### src/rtl/pkt_stim_pkg.sv
// Shared types and constants for the packet stimulus generator.
// Consumers: pkt_stim_gen and pkt_stim_lfsr.
package pkt_stim_pkg;

    typedef enum logic [1:0] {
        ST_IDLE = 2'd0,
        ST_HDR  = 2'd1,
        ST_PAY  = 2'd2,
        ST_GAP  = 2'd3
    } state_t;

    localparam logic [7:0]  HDR_MARK  = 8'hA5;
    localparam logic [15:0] LFSR_SEED = 16'hACE1;

    // Header word layout: marker byte followed by the packet length in words.
    function automatic logic [15:0] hdr_word(input logic [7:0] len);
        return {HDR_MARK, len};
    endfunction

endpackage

### src/rtl/pkt_stim_lfsr.sv
// 16-bit Fibonacci LFSR (x^16+x^14+x^13+x^11+1) with advance-enable.
// Used as the payload source when PKT_STIM_LFSR_EN is defined.
module pkt_stim_lfsr
    import pkt_stim_pkg::*;
(
    input  logic        clk,
    input  logic        rst,
    input  logic        advance,
    output logic [15:0] value,
    output logic [15:0] next_value
);

    // Feedback taps enter at the MSB while the register shifts right.
    assign next_value = {value[0] ^ value[2] ^ value[3] ^ value[5], value[15:1]};

    always_ff @(posedge clk) begin
        if (rst) begin
            value <= LFSR_SEED;
        end else if (advance) begin
            value <= next_value;
        end
    end

endmodule

### src/rtl/pkt_stim_gen.sv
// Packet stimulus generator: header + payload words under valid/ready, rotating length/prio.
// Optional build macro PKT_STIM_LFSR_EN selects an LFSR payload instead of a word counter.
module pkt_stim_gen
    import pkt_stim_pkg::*;
#(
    parameter int DATA_W  = 16,
    parameter int NUM_CH  = 8,
    parameter int MIN_LEN = 2,
    parameter int MAX_LEN = 8,
    parameter int IPG     = 1
) (
    input  logic                                          sys_clk,
    input  logic                                          sys_rst,
    input  logic                                          enable,
    input  logic                                          ready,
    output logic                                          wr_vld,
    output logic                                          wr_sop,
    output logic                                          wr_eop,
    output logic [DATA_W-1:0]                             wr_data,
    output logic [((NUM_CH > 1) ? $clog2(NUM_CH) : 1)-1:0] wr_prio,
    output logic [15:0]                                   pkt_cnt,
    output logic                                          busy
);

    localparam int CH_W  = (NUM_CH > 1) ? $clog2(NUM_CH) : 1;
    localparam int GAP_W = (IPG > 1) ? $clog2(IPG) : 1;

    localparam logic [1:0] S_IDLE = ST_IDLE;
    localparam logic [1:0] S_HDR  = ST_HDR;
    localparam logic [1:0] S_PAY  = ST_PAY;
    localparam logic [1:0] S_GAP  = ST_GAP;

    // Handshake: a word transfers on any edge where wr_vld & ready; while
    // wr_vld & !ready every word output holds until that transfer happens.
    logic [1:0]        state;
    logic [7:0]        len;
    logic [7:0]        rem;
    logic [GAP_W-1:0]  gap_cnt;
    logic [7:0]        len_nx;
    logic [CH_W-1:0]   prio_nx;
    logic [DATA_W-1:0] pay_cur;
    logic [DATA_W-1:0] pay_nxt;
    logic              accept;
    logic              pay_adv;

    assign accept  = wr_vld & ready;
    assign pay_adv = (state == S_PAY) & accept;
    assign len_nx  = (len == 8'(MAX_LEN)) ? 8'(MIN_LEN) : len + 8'd1;
    assign prio_nx = (wr_prio == CH_W'(NUM_CH - 1)) ? '0 : wr_prio + CH_W'(1);
    assign busy    = (state != S_IDLE);

`ifdef PKT_STIM_LFSR_EN
    logic [15:0] lfsr_q;
    logic [15:0] lfsr_nx;

    pkt_stim_lfsr u_lfsr (
        .clk        (sys_clk),
        .rst        (sys_rst),
        .advance    (pay_adv),
        .value      (lfsr_q),
        .next_value (lfsr_nx)
    );

    assign pay_cur = DATA_W'(lfsr_q);
    assign pay_nxt = DATA_W'(lfsr_nx);
`else
    logic [DATA_W-1:0] pay_q;

    always_ff @(posedge sys_clk) begin
        if (sys_rst) begin
            pay_q <= '0;
        end else if (pay_adv) begin
            pay_q <= pay_q + DATA_W'(1);
        end
    end

    assign pay_cur = pay_q;
    assign pay_nxt = pay_q + DATA_W'(1);
`endif

    always_ff @(posedge sys_clk) begin
        if (sys_rst) begin
            state   <= S_IDLE;
            len     <= 8'(MIN_LEN);
            rem     <= '0;
            gap_cnt <= '0;
            wr_vld  <= 1'b0;
            wr_sop  <= 1'b0;
            wr_eop  <= 1'b0;
            wr_data <= '0;
            wr_prio <= '0;
            pkt_cnt <= '0;
        end else begin
            case (state)
                S_IDLE: begin
                    if (enable) begin
                        state   <= S_HDR;
                        wr_vld  <= 1'b1;
                        wr_sop  <= 1'b1;
                        wr_eop  <= 1'b0;
                        wr_data <= DATA_W'(hdr_word(len));
                    end
                end
                S_HDR: begin
                    if (accept) begin
                        state   <= S_PAY;
                        wr_sop  <= 1'b0;
                        wr_data <= pay_cur;
                        wr_eop  <= (len == 8'd2);
                        rem     <= len - 8'd1;
                    end
                end
                S_PAY: begin
                    if (accept) begin
                        if (wr_eop) begin
                            // Packet done: rotate length and tag for the next one.
                            pkt_cnt <= pkt_cnt + 16'd1;
                            len     <= len_nx;
                            wr_prio <= prio_nx;
                            wr_eop  <= 1'b0;
                            if (IPG > 0) begin
                                state   <= S_GAP;
                                wr_vld  <= 1'b0;
                                gap_cnt <= GAP_W'(IPG - 1);
                            end else if (enable) begin
                                state   <= S_HDR;
                                wr_sop  <= 1'b1;
                                wr_data <= DATA_W'(hdr_word(len_nx));
                            end else begin
                                state  <= S_IDLE;
                                wr_vld <= 1'b0;
                            end
                        end else begin
                            wr_data <= pay_nxt;
                            wr_eop  <= (rem == 8'd2);
                            rem     <= rem - 8'd1;
                        end
                    end
                end
                default: begin
                    if (gap_cnt == '0) begin
                        if (enable) begin
                            state   <= S_HDR;
                            wr_vld  <= 1'b1;
                            wr_sop  <= 1'b1;
                            wr_data <= DATA_W'(hdr_word(len));
                        end else begin
                            state <= S_IDLE;
                        end
                    end else begin
                        gap_cnt <= gap_cnt - GAP_W'(1);
                    end
                end
            endcase
        end
    end

endmodule

### config.mk
export PLATFORM = sky130hd
export DESIGN_NAME = pkt_stim_gen
export DESIGN_NICKNAME = d
export VERILOG_FILES = /design/src/rtl/pkt_stim_pkg.sv /design/src/rtl/pkt_stim_lfsr.sv /design/src/rtl/pkt_stim_gen.sv
export SDC_FILE = /design/constraint.sdc
export NUM_CORES = 1
export LEC_CHECK = 0
export BUFFER_PORTS_ARGS = -buffer_cell sky130_fd_sc_hd__buf_2
export CORE_MARGIN = 2
export CORE_UTILIZATION = 63
export DETAILED_ROUTE_END_ITERATION = 8
export PLACE_DENSITY_LB_ADDON = 0.12
export SYNTH_ARGS = -nofsm -noshare
export SYNTH_HDL_FRONTEND = slang
export SYNTH_SLANG_ARGS = --single-unit
### constraint.sdc
create_clock -name sys_clk -period 7.39 [get_ports sys_clk]
set_input_delay 0.3695 -clock sys_clk [delete_from_list [all_inputs] [get_ports sys_clk]]
set_output_delay 0.3695 -clock sys_clk [all_outputs]
set_load 0.01 [all_outputs]
After elaboration in Yosys (flattened, before gate mapping)
Index checks and enable logic that the tools add are counted.

cells by class
  $lt $le $gt $ge = 0
  equal/unequal tests = 14
  multiply operators = 0
  muxes and demuxes = 35
  bitwise operators = 5
  divide/modulo/power cells = 0
  shifts and indexed selects = 0
  reductions and logical operators = 13
  add/subtract/negate cells = 7

operators with widths
  cell                     count
  $mux W16                 5
  $pmux W16 S3             1
  $add A16 B1 Y16 const B  2
  $mux W8                  4
  $eq A8 B2 Y1 const B     2
  $pmux W8 S2              1
  $reduce_and A4 Y1        4
  $sub A8 B1 Y8 const B    2
  $mux W1                  13
  $mux W2                  5
  $ne A2 B2 Y1 const B     5
  $pmux W1 S3              3
  $reduce_and A3 Y1        3
  $add A8 B1 Y8 const B    1
  $eq A8 B4 Y1 const B     1
  $ne A3 B1 Y1 const B     2
  $pmux W2 S3              1
  $reduce_and A5 Y1        1
  $ne A4 B1 Y1 const B     1
  $reduce_bool A2 Y1       2
  $add A3 B1 Y3 const B    1
  $eq A3 B3 Y1 const B     1
  $mux W3                  1
  $not A1 Y1               3
  other kinds (8)          9

storage, ports and cells
  bits in latches = 0
  bits of input ports = 4
  bits in writable memories = 0
  output and inout port bits = 39
  word-level logic and storage cells = 85
  flip-flop bits (word level) = 73
  memory bits (read-only) = 0
  memories = 0

Longest topological paths before layout
  word-level depth = 4
  depth in mapped cells = 11
  gate-level depth less buffers = 8

Worst setup path after synthesis
Ideal clock, no wire load.

  path kind = register to register
  start point = register state[0]
  end point = register rem[6]
  data required time = 7313 ps
  arrival time = 2331 ps
  setup time = 77 ps
  setup slack = 4982 ps
  clock period less this slack = 2408 ps
  cell stages (with the launch flop) = 12
  buffers on the path = 3
  path through = dfxtp_1 > inv_1 > ha_1 > buf_6 > buf_4 > buf_2 > mux2i_1 > ha_1 > o21a_1 > o21ai_0 > a2111o_1 > a41oi_2

between the ends
  cells in the longest elaborated chain, start to end = 3
  elaborated cells on any way between the ends = 8
  those cells by class = 5 x eq/ne; 1 x mux; 2 x reduce/logical

ends and longest elaborated chain
  item                                                                 RTL line             RTL
  start: declaration                                                   pkt_stim_gen.sv:35   logic [1:0] state;
  start signal: assignment                                             pkt_stim_gen.sv:83   state <= S_IDLE;
  start signal: assignment                                             pkt_stim_gen.sv:97   state <= S_HDR;
  start signal: assignment                                             pkt_stim_gen.sv:106  state <= S_PAY;
  $eq A2 B2 Y1 or $eq A2 B1 Y1 (tied branches)                         pkt_stim_gen.sv:94   case (state)
  $ne A2 B2 Y1 (no source line) or $reduce_bool A2 Y1 (tied branches)  n/a
  $reduce_and A4 Y1 (no source line)                                   n/a
  end signal: assignment                                               pkt_stim_gen.sv:110  rem <= len - 8'd1;
  end signal: assignment                                               pkt_stim_gen.sv:136  rem <= rem - 8'd1;
  end: declaration                                                     pkt_stim_gen.sv:37   logic [7:0] rem;

Parallel ways exist; a longest one is shown, timed or not.
A chain may end at the register's enable or synchronous reset.

Worst setup path in the final report
  start point = register state[1]
  end point = register wr_data[13]

between the ends
  cells in the longest elaborated chain, start to end = 3
  elaborated cells on any way between the ends = 9
  those cells by class = 6 x eq/ne; 1 x mux; 2 x reduce/logical

ends and longest elaborated chain
  item                                                           RTL line             RTL
  $eq A2 B2 Y1 (tied with other cells)                           pkt_stim_gen.sv:94
  $ne A4 B1 Y1 (no source line) or $ne A2 B2 Y1 (tied branches)  n/a
  $reduce_and A4 Y1 (no source line)                             n/a
  end signal: assignment                                         pkt_stim_gen.sv:101  wr_data <= DATA_W'(hdr_word(len));
  end signal: assignment                                         pkt_stim_gen.sv:108  wr_data <= pay_cur;
  end signal: assignment                                         pkt_stim_gen.sv:128  wr_data <= DATA_W'(hdr_word(len_nx));
  end: declaration                                               pkt_stim_gen.sv:19   output logic [DATA_W-1:0] wr_data,

Parallel ways exist; a longest one is shown, timed or not.

==> key figures <==
Status
  • Outcome: complete, no violations

Placement
  • HPWL Detailed: 6.23 mm
  • DP Area: slightly above 4000 sq um
  • Dpl ws: around 4.7 ns
  • Placer Congestion: 0.893
  • Placed Instances: 568
  • IO Port Bufs: 42

GRT
  • GRT Total Usage: a little over a quarter
  • Largest net degree at the start of global routing: just over 70
  • GRT Residual Overflow: 0
  • Initial antenna violation count: 0
  • Vias in the first global route: between 3,000 and 4,000
  • First-pass GRT wire length: 15.5 mm

Synthesis
  • Synthesis Warnings: 0
  • Area leader, netlist: dfxtp_1
  • Post-Syn Area per Cell: 8.10 sq um
  • Synth Instances: ~500
  • Main synth FF type: dfxtp_1
  • Top-area cell type share of the netlist area: 36.6%
  • Post-Syn Area: between 3000 and 4000 sq um
  • Sequential-to-total area share from yosys stat: roughly 37%
  • Syn_nets: between 500 and 600
  • Seq cells post-synth: 72
  • Synth async-reset ratio: 0%
  • Post-synth EDFFs: 0
  • Synth top area cells: dfxtp_1, nand2_1, nor2_1
  • Unique masters post-synth: a little over 60

Floorplan
  • Rows: 28
  • Die Ht: 83.1 microns
  • Initial Utilization: 65.8%
  • Die area: between 6000 and 7000 sq um
  • Die width: between 80 and 90 microns
  • I/O Pins: 43
  • Core ar.: approximately 6000 sq um

Layout
  • Area grow syn2layout: 8.66%
  • Nets@finish: 520
  • Share of cells above drive strength 1: between 10% and 20%
  • Fillcell total: around 500
  • Design area: 4280 sq um
  • Final cell count without fillers: approximately 580
  • Number of diodes: 0

Worst setup path
  • Critical Path AT: 3.01 ns
  • Startpoint types: register
  • Reg2reg start: state[1]$_SDFFE_PP0P_
  • R2R Setup Slk: about 4.7 ns
  • Crit. Startpoint: state[1]$_SDFFE_PP0P_
  • Crit end category: register
  • CP max FO: 24
  • Worst setup path class: reg -> reg
  • Required time worst endpoint: 7.66 ns

Job
  • Max cap viols: 0

CTS
  • Clock Tree Buf Depth: 2
  • CTS Hold Bufs: 0
  • Post-CTS sizing: 0
  • Clk slew on worst S/H paths: roughly 0.080 ns
  • CTS tree: built
  • CTS Root Cell: clkbuf_8
  • CTS H-Tree Depth: 3
  • CTS Sinks: roughly 70
  • Num CTS Buffers: 9
  • Clk_lat worst skew: between 0.3 and 0.4 ns
  • Setup Fix Bufs, Post-CTS: 0

Drt
  • DR iter-0 viols: around 260
  • Avg WL per Cell: 16.1 microns
  • Final wirelength: between 9 and 10 mm
  • Remaining DRCs: 0
  • Detailed-route via count: 3,620
  • 1st-pass router iterations: 5
  • Vias per inst: 6.20
  • Antenna-violating nets left: 0

STA
  • Unrepaired setup endpoints after global routing: false
  • Final hold viol count: 0
  • Min Clock Period, post-route: 2.74 ns
  • Skew final: 0.0103 ns
  • Setup-failing EPs final: 0
  • Final Max Tran Viols: 0
  • Max transition margin: between 30% and 40%
  • Fmax achieved: 365 MHz
  • Period Utilization, post-route: 37.1%
  • Slew @ Worst Pin: slightly above 1 ns
  • Worst setup margin: 4.65 ns
  • Setup_tns: 0 ns

Pwr
  • Pwr/cell area: 281 nW/um^2
  • Leakage: 1.59 nW
  • Maximum VDD drop: 276 uV
  • Total Power: roughly 1.2 mW

Min path
  • Hold Path Class: in -> reg
  • Hold Crit Start: enable
## per-stage QoR
stage | hold WS, ns | utilization [%]
floorplan | 0.457 | -
global placement | 0.443 | 68.2
detailed placement | 0.444 | 68.2
CTS | 0.421 | 71.5
global route | 0.482 | 71.5
finish | 0.418 | 71.5
## synthesized netlist by cell type (all sizes together) (2+ instances only)
cell type and count:
dfxtp 72, nand2 55, nor2 54, a21oi 34, xor2 22, clkbuf 21
o21ai 21, buf 17, nand3 16, nand4 13, nor3 13, ha 12
xnor2 11, a211oi 10, nor2b 10, inv 9, o211ai 9, nor4 8
or3 8, and3 7, mux2i 7, and4 5, nand2b 4, nand3b 4
o31ai 4, a31oi 3, o221ai 3, or2 3, a21o 2, a2bb2oi 2
a41oi 2, nand4b 2, nor3b 2, nor4b 2, o21a 2, o22ai 2
## cells in the final DEF (no fill, tap or decap), types with 4 or more instances in the layout
cell	instances
nor4_1	7
or3_1	8
nor2_1	54
and3_1	5
mux2i_1	7
nand2b_1	4
nor3_1	13
nand3_1	16
nand4_1	12
o31ai_1	4
nand2_1	55
nor2b_1	10
xor2_1	22
ha_1	12
nand3b_1	4
o21ai_0	21
and4_1	4
xnor2_1	11
a211oi_1	9
inv_1	8
o211ai_1	9
a21oi_1	34
clkbuf_8	10
dfxtp_1	72
buf_2	42
## final cells by class
class,count,area (sq um),share of cell area [%]
flip-flops and latches,72,1440,33.6
clock buffers,11,141,3.30
inverters,9,33.8,0.789
multi-input cells,368,2290,53.5
well taps,75,93.8,2.19
repair buffers,44,225,5.26
clock inverters,5,56.3,1.31
## report_power, final
group / internal [mW] / total (mW) / switching [mW]
clock: 0.165 / 0.321 / 0.156
combinational: 0.148 / 0.422 / 0.274
sequential: 0.427 / 0.461 / 0.0333
total: 0.740 / 1.20 / 0.463
## critical path, stage by stage (launching register included)
cell      delay, ns
dfxtp_1        0.35
inv_1          0.09
ha_1           0.70
nor2b_1        0.16
nor2b_1        0.83
nor2_1         0.25
a211oi_1       0.27
## state kept, by name, indices dropped and copies added, names as in the netlist
signal / flops
state: 2
pkt_cnt: 16
wr_sop: 1
len: 8
wr_data: 16
pay_cur: 16
wr_vld: 1
wr_prio: 3
rem: 8
wr_eop: 1
## path summary, 6_finish.rpt
path,to,cells after the start
min reg2reg,wr_data[0]$_SDFFE_PP0P_,2
min,state[0]$_SDFFE_PP0P_,5
max,wr_data[13]$_SDFFE_PP0P_,6
max reg2reg,wr_data[13]$_SDFFE_PP0P_,6
## per-layer routing
| layer | vias to the layer above | global-route usage, % | share of wire, % | wire, microns |
|---|---|---|---|---|
| met4 | 0 | 10.7 | 2.1 | 201 |
| met1 | 1721 | 36.3 | 45 | 4190 |
| met5 | - | 0 | 0 | 0 |
| li1 | 1767 | - | - | - |
| met3 | 23 | 3.78 | 4.8 | 448 |
| met2 | 109 | 44.4 | 48 | 4540 |
## cells by family after synthesis
group / synth area share (%)
AND/OR/NAND/NOR: 27.0
buffers and inverters: 5.30
adder cells (fa/ha/maj): 3.81
AO/OA/AOI/OAI: 18.2
XOR/XNOR: 7.33
flip-flops: 36.6
multiplexers: 1.78
Note: power is estimated with default switching activity, not from simulation.
